$ cat src/rtl/risc_pkg.sv
// Shared register-file constants for the integer pipeline.
package risc_pkg;

    localparam int REG_AW    = 5;
    localparam int REG_DW    = 32;
    localparam int REG_COUNT = 32;
    localparam logic [REG_AW-1:0] REG_ZERO = 5'd0;

endpackage

$ cat src/rtl/rr_arbiter.sv
// Combinational round-robin arbiter: search starts one past ptr, first request wins.
module rr_arbiter #(
    parameter int N  = 3,
    parameter int PW = (N > 1) ? $clog2(N) : 1
) (
    input  logic [N-1:0]  req,
    input  logic [PW-1:0] ptr,
    output logic [N-1:0]  gnt,
    output logic [PW-1:0] gnt_idx,
    output logic          any
);

    logic [PW-1:0] idx;

    // NOTE: combinational blocks use blocking '=' and assign every output first, so no latch is inferred.
    always_comb begin
        gnt     = '0;
        gnt_idx = '0;
        any     = 1'b0;
        idx     = '0;
        for (int k = 1; k <= N; k++) begin
            idx = PW'((int'(ptr) + k) % N);
            if (!any && req[idx]) begin
                gnt[idx] = 1'b1;
                gnt_idx  = idx;
                any      = 1'b1;
            end
        end
    end

endmodule

$ cat src/rtl/regfile_wb_arbiter.sv
// Write-back arbiter onto the register file's single write port, with a
// pending-write scoreboard that stalls issue on write-after-write hazards.
module regfile_wb_arbiter
    import risc_pkg::*;
#(
    parameter int NREQ = 3,
    parameter int DW   = REG_DW,
    parameter int AW   = REG_AW
) (
    input  logic                 clk,
    input  logic                 rst_n,
    input  logic [NREQ-1:0]      req_valid,
    input  logic [NREQ*AW-1:0]   req_addr,
    input  logic [NREQ*DW-1:0]   req_data,
    output logic [NREQ-1:0]      req_ready,
    output logic [AW-1:0]        wta,
    output logic [DW-1:0]        wtd,
    output logic                 cnt,
    input  logic                 issue_valid,
    input  logic [AW-1:0]        issue_addr,
    output logic                 issue_ready,
    output logic [REG_COUNT-1:0] pending
);

    localparam int PW = $clog2(NREQ);

    logic [PW-1:0]        ptr;
    logic [PW-1:0]        gnt_idx;
    logic                 xfer;
    logic [AW-1:0]        addr_arr [NREQ];
    logic [DW-1:0]        data_arr [NREQ];
    logic [AW-1:0]        win_addr;
    logic [DW-1:0]        win_data;
    logic [REG_COUNT-1:0] pending_nxt;

    for (genvar i = 0; i < NREQ; i++) begin : g_unpack
        assign addr_arr[i] = req_addr[i*AW +: AW];
        assign data_arr[i] = req_data[i*DW +: DW];
    end

    // Grant depends only on req_valid and ptr; the winner's payload is muxed afterwards.
    rr_arbiter #(.N(NREQ), .PW(PW)) u_arb (
        .req     (req_valid),
        .ptr     (ptr),
        .gnt     (req_ready),
        .gnt_idx (gnt_idx),
        .any     (xfer)
    );

    assign win_addr    = addr_arr[gnt_idx];
    assign win_data    = data_arr[gnt_idx];
    assign issue_ready = (issue_addr == '0) || !pending[issue_addr];

    // Clear first, then set, so a new writer dispatched this cycle stays tracked.
    always_comb begin
        pending_nxt = pending;
        if (xfer && win_addr != '0)
            pending_nxt[win_addr] = 1'b0;
        if (issue_valid && issue_ready && issue_addr != '0)
            pending_nxt[issue_addr] = 1'b1;
        pending_nxt[0] = 1'b0;
    end

    // NOTE: sequential state uses non-blocking '<=' and every register here has an async reset.
    always_ff @(posedge clk or negedge rst_n) begin
        if (!rst_n) begin
            ptr     <= PW'(NREQ - 1);
            wta     <= '0;
            wtd     <= '0;
            cnt     <= 1'b0;
            pending <= '0;
        end else begin
            pending <= pending_nxt;
            if (xfer) begin
                ptr <= gnt_idx;
                wta <= win_addr;
                wtd <= win_data;
                cnt <= (win_addr != '0);
            end else begin
                cnt <= 1'b0;
            end
        end
    end

endmodule

$ cat config.mk
export PLATFORM = sky130hd
export DESIGN_NAME = regfile_wb_arbiter
export DESIGN_NICKNAME = d
export VERILOG_FILES = /design/src/rtl/risc_pkg.sv /design/src/rtl/rr_arbiter.sv /design/src/rtl/regfile_wb_arbiter.sv
export SDC_FILE = /design/constraint.sdc
export NUM_CORES = 1
export LEC_CHECK = 0
export CORE_ASPECT_RATIO = 0.75
export CORE_MARGIN = 4
export CORE_UTILIZATION = 30
export CTS_CLUSTER_DIAMETER = 200
export DETAILED_ROUTE_END_ITERATION = 8
export PLACE_DENSITY_LB_ADDON = 0.08
export SKIP_LAST_GASP = 1
export SYNTH_ARGS = -nofsm -noshare
export SYNTH_HDL_FRONTEND = slang
export SYNTH_HIERARCHICAL = 1
export SYNTH_SLANG_ARGS = --single-unit
export TNS_END_PERCENT = 50
$ cat constraint.sdc
create_clock -name clk -period 4.8 [get_ports clk]
set_input_delay 1.44 -clock clk [delete_from_list [all_inputs] [get_ports clk]]
set_output_delay 1.44 -clock clk [all_outputs]
set_load 0.05 [all_outputs]
==> results.txt, run 1 <==
----------------------------------------------------
[Drt]
  DR vias/cell ... about 5.1
  Drt total wl ... ~14000 um
  Post-detailed-route DRC marker count ... 0
  Average wire length per cell after detail routing ... about 17 um
  Detailed-route via count ... 4218
  Number of antenna-violating nets in the routed design ... 0
  Number of detailed-route iterations in the first pass ... 5
  DRC marker count from the first detailed-route iteration ... approximately 230

[GRT]
  Vias in the first global route ... 4174
  Total global routing track utilization ... 0.179
  Maximum number of pins on one net before global-route repair ... between 70 and 80
  Total gr overflow ... 0
  Antenna violations before repair ... 0
  Global-route wire length before repair ... about 22000 um

[Setup path]
  Crit Path Max Fanout ... 9
  Critical path, cell by cell ... clkdlybuf4s50_1, nand2b_1, o32ai_1, a311oi_1, a221oi_1, nor2_1, clkbuf_16
  Required time reported for the critical path endpoint ... approximately 3.4 ns
  Worst r2r src ... ptr[0]
  CP max stage delay ... 0.63 ns
  Worst Setup Start Kind ... primary input
  Data arrival at the endpoint of the critical path ... 3.19 ns
  Depth of the worst register-to-register path ... 10
  Capture point of the worst reg-to-reg path ... pending[9]
  Cell with the biggest individual delay on the critical path ... clkdlybuf4s50_1
  Worst setup EP type ... output pin
  Internal reg-to-reg setup slack ... approximately 1.2 ns
  Critical path class ... in -> out

[Clock network]
  Insertion delay to the later sink of the worst-skew pair ... approximately 0.33 ns
  CTS clock-pin slew for the worst setup and hold paths ... around 0.060 ns
  Clock Sink Count ... 71
  Clock tree from TritonCTS ... yes
  Hold buffer count at CTS ... 0
  Max Buffers Root-to-Sink ... 2
  Clock root buffer master ... clkbuf_16
  H-tree depth ... 3
  Number of buffers added by the clock tree synthesis step ... 9

[Yosys]
  Post-synthesis net count ... 580
  Top FF cell, synth ... dfrtp_1
  Proportion of synthesized chip area in sequential cells ... 0.425
  Syn Inst Count ... around 450
  Synth cell types ... 53
  Average cell area after synthesis ... 9.21 sq um
  Yosys reg bits ... 71
  YS warnings ... 6
  Number of synthesized flops with an enable pin ... 0
  Cell area after synthesis ... roughly 4200 sq um
  Post-synth ARST share ... 1.00

[STA]
  Hold violation total from the final report ... 0
  Fin crit period ... between 4 and 5 ns
  Measured slew at the worst slew-check pin ... about 0.92 ns
  Worst clock skew ... slightly above 0.008 ns
  Share of the cycle needed by the critical path after routing ... 0.965
  RSZ-0062 raised after global routing ... false
  Relative slew margins ... 0.387
  FMAX ... approximately 220 MHz
  Setup violation total in the final timing report ... 0
  Slew Viols, Final ... 0
  Setup TNS ... 0 ns
  Worst hold slack after final layout ... roughly 0.52 ns

[Min path]
  Hold path cells ... 1
  Class of the tightest hold or removal check ... reg -> reg
  Terminating pin of the worst hold path ... wta[2]
  Hold wc startpoint ... wta[2]

[Finish]
  Final core area utilization ... 0.494
  Layout cell share with drive strength beyond 1 ... 0.0949
  Commonest non-fill, non-tap cell in the layout ... clkdlybuf4s50_1
  Post-route cell area ... 6770 sq um
  Leading cell types in the layout, fill and taps excluded ... clkdlybuf4s50_1 (187), nor2_1 (73), a21oi_1 (71), dfrtp_1 (70), o21ai_0 (51)
  Area taken by flip-flops and latches ... between 1500 and 2000 sq um
  Layout-stage area growth over the synthesis result ... 61.8%
  Fillers ... between 1000 and 1500
  Nets@finish ... around 770
  Ant. Diodes ... 0
  Footprint of the multi-input gates ... roughly 2300 sq um

[Place]
  Count of input and output buffers ... 194
  Estimated wirelength of the detail-placed design ... between 10000 and 15000 um
  GPL Wtd Cong ... about 0.88
  Placed cell area ... 6380 sq um

[Floorplanning]
  Total number of placement rows ... 37
  Width of the die ... roughly 140 um
  Die footprint ... roughly 16000 sq um
  Area of the core ... about 14000 sq um
  Effective utilization at floorplan ... 0.305
  Top Ports ... 196
  Height of the chip ... around 110 um

[Power]
  Leakage Power ... approximately 2.7 nW
  Peak supply drop ... around 400 uV
  Post-layout power ... between 5 and 6 mW
  Power per unit of standard cell area ... between 800 and 900 nW/um^2

[Job]
  Max-cap violations ... 0

[Outcome]
  Result of the run ... finished clean

----------------------------------------------------
## layout make-up
cell class              count  area share
multi-input cells         345       0.334
repair buffers            211       0.317
flip-flops and latches     71       0.263
clock buffers              11      0.0359
well taps                 175      0.0324
clock inverters             5      0.0120
inverters                  10     0.00555
## power breakdown
group	leakage [nW]	switching [mW]	internal (mW)
logic	1.68	2.34	1.33
clock network	0.156	0.252	0.469
registers	0.866	0.216	0.912
## what timing repair did
item	4_1_cts	5_1_grt
resized for setup	0	3
pin swaps	1	1
buffers inserted	3	1
setup endpoints to repair	1	1
gates cloned	0	1
## stage by stage
stage | std cells | setup slack, ns
2_1_floorplan | 454 | 0.190
3_3_place_gp | 807 | 0.0356
3_5_place_dp | 807 | 0.00344
4_1_cts | 826 | 0.00942
5_1_grt | 828 | 0.0840
6_report | 828 | 0.168
## per-layer routing
metal	vias up	track usage	share of wire	wire length [um]
met5	-	0	0	0
li1	2050	-	-	-
met4	0	0.0320	0.0048	68
met2	169	0.296	0.48	6930
met3	8	0.0647	0.086	1230
met1	1991	0.230	0.42	6060
## flip-flops by register name, summed over array words and instances (netlist names)
| name | flops |
|---|---|
| cnt | 1 |
| pending | 31 |
| ptr | 2 |
| wta | 5 |
| wtd | 32 |
## synth_stat cells, drive strengths merged, types with 2 or more instances
master   count  area share
a21oi       71       0.085
a2bb2oi      4       0.013
buf         10       0.019
clkbuf      18       0.016
dfrtp       70        0.42
ha           4       0.012
inv         10      0.0090
mux2         4       0.012
mux2i       45        0.11
mux4         7       0.038
nand2        8      0.0072
nand2b       3      0.0045
nand3       15       0.018
nand3b       6       0.011
nor2        73       0.066
nor2b        3      0.0045
o21a         2      0.0036
o21ai       62       0.075
o22ai        4      0.0075
o2bb2ai      4      0.0084
o31ai        6       0.012
or3          3      0.0045
## worst max-delay path by stage
stage	slack, ns	to	depth (start not counted)	from
floorplan	0.19	issue_ready	6	issue_addr[0]
global placement	0.04	issue_ready	8	issue_addr[0]
detailed placement	0.003	issue_ready	8	issue_addr[0]
CTS	0.009	issue_ready	8	issue_addr[0]
global route	0.08	issue_ready	7	issue_addr[3]
finish	0.17	issue_ready	7	issue_addr[3]
## cells by family after synthesis
kind of cell,Yosys count,synth area share
compound gates,166,0.232
simple gates,118,0.129
flops,71,0.425
mux,56,0.158
buf+inv,38,0.0437
fa+ha+maj,4,0.0120
other cells,1,0.000897
## worst max-delay path, delay by kind of cell
family	cells	cell delay, ns
AO/OA/AOI/OAI	3	0.70
AND/OR/NAND/NOR	2	0.22
buffers and inverters	2	0.82
Power figures use the tool's default switching activity.
==> inputs of run 2 (changes only) <==
==> constraint.sdc (replaced) <==
create_clock -name clk -period 5.8 [get_ports clk]
set_input_delay 1.74 -clock clk [delete_from_list [all_inputs] [get_ports clk]]
set_output_delay 1.74 -clock clk [all_outputs]
set_load 0.05 [all_outputs]
==> run 2 against run 1 <==
Die area stayed put. Worst hold slack worse by 0.010 ns. Count of clock-buffer cells in the layout did not move. First-iteration DRC count rose by 4.4%. Clock power decreased by 32%. Non-clock buffer count shrank 10. Critical endpoint unchanged. Largest power group unchanged.
==> results.txt, run 2 (same netlist as run 1, synthesis figures left out) <==
----------------------------------------------------
[STA]
  Share of the cycle needed by the critical path after routing ... 0.941
  Measured slew at the worst slew-check pin ... 0.905 ns (was 0.920 ns)
  Hold violation total from the final report ... 0 (unchanged)
  Relative slew margins ... 0.396 (was 0.387)
  Setup violation total in the final timing report ... 0 (unchanged)
  Slew Viols, Final ... 0 (unchanged)
  Setup TNS ... 0 ns (unchanged)
  FMAX ... about 180 MHz
  RSZ-0062 raised after global routing ... false (unchanged)
  Worst clock skew ... 0.00747 ns (was 0.00810 ns)
  Fin crit period ... around 5.5 ns

[Drt]
  Post-detailed-route DRC marker count ... 0 (unchanged)
  Detailed-route via count ... 4155 (was 4218)
  DR vias/cell ... 5.09 (about the same)
  DRC marker count from the first detailed-route iteration ... 237 (was 227)
  Drt total wl ... 13800 um (was 14300 um)
  Number of detailed-route iterations in the first pass ... 4 (was 5)
  Number of antenna-violating nets in the routed design ... 0 (unchanged)
  Average wire length per cell after detail routing ... 16.9 um (was 17.3 um)

[Finish]
  Layout cell share with drive strength beyond 1 ... 0.0794 (was 0.0949)
  Top register by number of flip-flops ... wtd (unchanged)
  Area taken by flip-flops and latches ... 1780 sq um (unchanged)
  Leading cell types in the layout, fill and taps excluded ... clkdlybuf4s50_1 (189), nor2_1 (73), a21oi_1 (71), dfrtp_1 (70), o21ai_0 (51) (was clkdlybuf4s50_1 (187), nor2_1 (73), a21oi_1 (71), dfrtp_1 (70), o21ai_0 (51))
  Largest registers in the final layout ... wtd (32), pending (31), wta (5) (unchanged)
  Nets@finish ... 764 (was 774)
  Fillers ... 1306 (was 1275)
  Footprint of the multi-input gates ... 2260 sq um (unchanged)
  Number of flip-flops in the largest register ... 32 (unchanged)
  Layout-stage area growth over the synthesis result ... 56.7% (was 61.8%)
  Ant. Diodes ... 0 (unchanged)
  Commonest non-fill, non-tap cell in the layout ... clkdlybuf4s50_1 (unchanged)
  Post-route cell area ... 6560 sq um (was 6770 sq um)

[Outcome]
  Result of the run ... finished clean (unchanged)

[Power]
  Part of the power in combinational logic ... 0.675 (was 0.665)
  Switching power ... 2.29 mW (was 2.81 mW)
  Switching Share ... 0.522 (was 0.509)
  Peak supply drop ... 267 uV (was 391 uV)
  Power per unit of standard cell area ... 669 nW/um^2 (was 816 nW/um^2)
  Leakage Power ... 2.59 nW (was 2.71 nW)
  Post-layout power ... 4.38 mW (was 5.52 mW)
  Clock group share of total power ... 0.111 (was 0.131)
  Internal power contribution ... 2.10 mW (was 2.71 mW)
  Proportion of power drawn by flip-flops and latches ... 0.213 (was 0.204)

[Setup path]
  Depth of the worst register-to-register path ... 10 (unchanged)
  Worst setup EP type ... output pin (unchanged)
  Crit Path Max Fanout ... 5 (was 9)
  Worst Setup Start Kind ... primary input (unchanged)
  Number of cells on the critical path ... 7 (unchanged)
  Cell with the biggest individual delay on the critical path ... clkdlybuf4s50_1 (unchanged)
  CP max stage delay ... 0.60 ns (was 0.63 ns)
  Buffer and inverter count on the worst path ... 2 (unchanged)
  Critical path class ... in -> out (unchanged)
  Worst setup path end ... issue_ready (unchanged)
  Critical Path Source ... issue_addr[0] (was issue_addr[3])
  Capture point of the worst reg-to-reg path ... pending[22] (was pending[9])
  Required time reported for the critical path endpoint ... 4.06 ns (was 3.36 ns)
  Critical path, cell by cell ... clkdlybuf4s50_1, mux4_2, nand4b_1, nand2_1, a221oi_1, nor2_1, buf_12 (was clkdlybuf4s50_1, nand2b_1, o32ai_1, a311oi_1, a221oi_1, nor2_1, clkbuf_16)
  Data arrival at the endpoint of the critical path ... 3.72 ns (was 3.19 ns)
  Worst r2r src ... ptr[0] (unchanged)
  Cell family with most CP delay ... buffers and inverters (unchanged)
  Internal reg-to-reg setup slack ... 2.11 ns (was 1.16 ns)

[GRT]
  Antenna violations before repair ... 0 (unchanged)
  Global-route wire length before repair ... 21900 um (was 22300 um)
  Total gr overflow ... 0 (unchanged)
  Vias in the first global route ... 4164 (was 4174)
  Maximum number of pins on one net before global-route repair ... 76 (unchanged)
  Total global routing track utilization ... 0.174 (was 0.179)

[Min path]
  Hold wc startpoint ... wta[2] (unchanged)
  Class of the tightest hold or removal check ... reg -> reg (unchanged)

[Clock network]
  Clock root buffer master ... clkbuf_16 (unchanged)
  H-tree depth ... 3 (unchanged)
  Max Buffers Root-to-Sink ... 2 (unchanged)
  CTS clock-pin slew for the worst setup and hold paths ... 0.05 ns (was 0.06 ns)
  Hold buffer count at CTS ... 0 (unchanged)
  Post-CTS sizing ... 0 (unchanged)
  Clock tree from TritonCTS ... yes (unchanged)
  Clock Sink Count ... 71 (unchanged)
  Number of buffers added by the clock tree synthesis step ... 9 (unchanged)
  Count of buffers added by post-CTS timing repair for setup ... 0 (was 3)
  Insertion delay to the later sink of the worst-skew pair ... 0.33 ns (about the same)

[Floorplanning]
  Width of the die ... 144 um (unchanged)
  Die footprint ... 15900 sq um (unchanged)
  Top Ports ... 196 (unchanged)
  Height of the chip ... 110 um (unchanged)
  Area of the core ... 13700 sq um (unchanged)
  Total number of placement rows ... 37 (unchanged)
  Effective utilization at floorplan ... 0.305 (unchanged)

[Place]
  Placed cell area ... 6290 sq um (was 6380 sq um)
  Estimated wirelength of the detail-placed design ... 10800 um (was 11000 um)
  GPL Wtd Cong ... 0.848 (was 0.876)
  Count of input and output buffers ... 194 (unchanged)

[Job]
  Max-cap violations ... 0 (unchanged)

----------------------------------------------------
-- run 2: cell count changes in the layout (fill, tap and decap cells not counted), sizes merged --
cell,change
buf,-8
clkdlybuf4s50,+2
clkbuf,-2
dlymetal6s2s,-2
clkinv,+1
bufinv,-2
-- run 2: cell type report --
class,instances,area share
multi-input combinational,345,0.345
timing repair buffer,201,0.304
tap,175,0.0334
clock inverter,4,0.00344
clock buffer,11,0.0370
sequential,71,0.271
inverter,10,0.00573
-- run 2: power groups by stage --
stage	registers [mW]	logic (mW)	clock network [mW]
floorplan	1.72	1.24	0
global placement	0.940	2.96	0
detailed placement	0.937	2.98	0
CTS	0.937	2.99	0.505
global route	0.970	3.19	0.526
finish	0.936	2.96	0.489
-- run 2: stage by stage --
stage          worst slack [ns]  instances  hold slack [ns]   util
2_1_floorplan             0.590        454            0.539      -
3_3_place_gp              0.370        802            0.507  0.459
3_5_place_dp              0.345        802            0.507  0.459
6_report                  0.343        817            0.515  0.478
5_1_grt                   0.229        817            0.518  0.478
4_1_cts                   0.344        817            0.519  0.478
-- run 2: layer usage --
metal,share of wire,wire length (um),GRT usage,up-vias
li1,-,-,-,2024
met1,0.43,5940,0.232,1954
met2,0.48,6700,0.285,166
met3,0.078,1080,0.0509,11
met4,0.0070,97,0.0373,0
met5,0,0,0,-
-- run 2: worst min path at each step --
stage,to,depth (start not counted),slack (ns)
3_3_place_gp,wtd[8],2,0.51
2_1_floorplan,ptr[0],1,0.54
5_1_grt,wta[2],1,0.52
3_5_place_dp,wta[2],1,0.51
4_1_cts,wta[2],1,0.52
6_report,wta[2],1,0.51
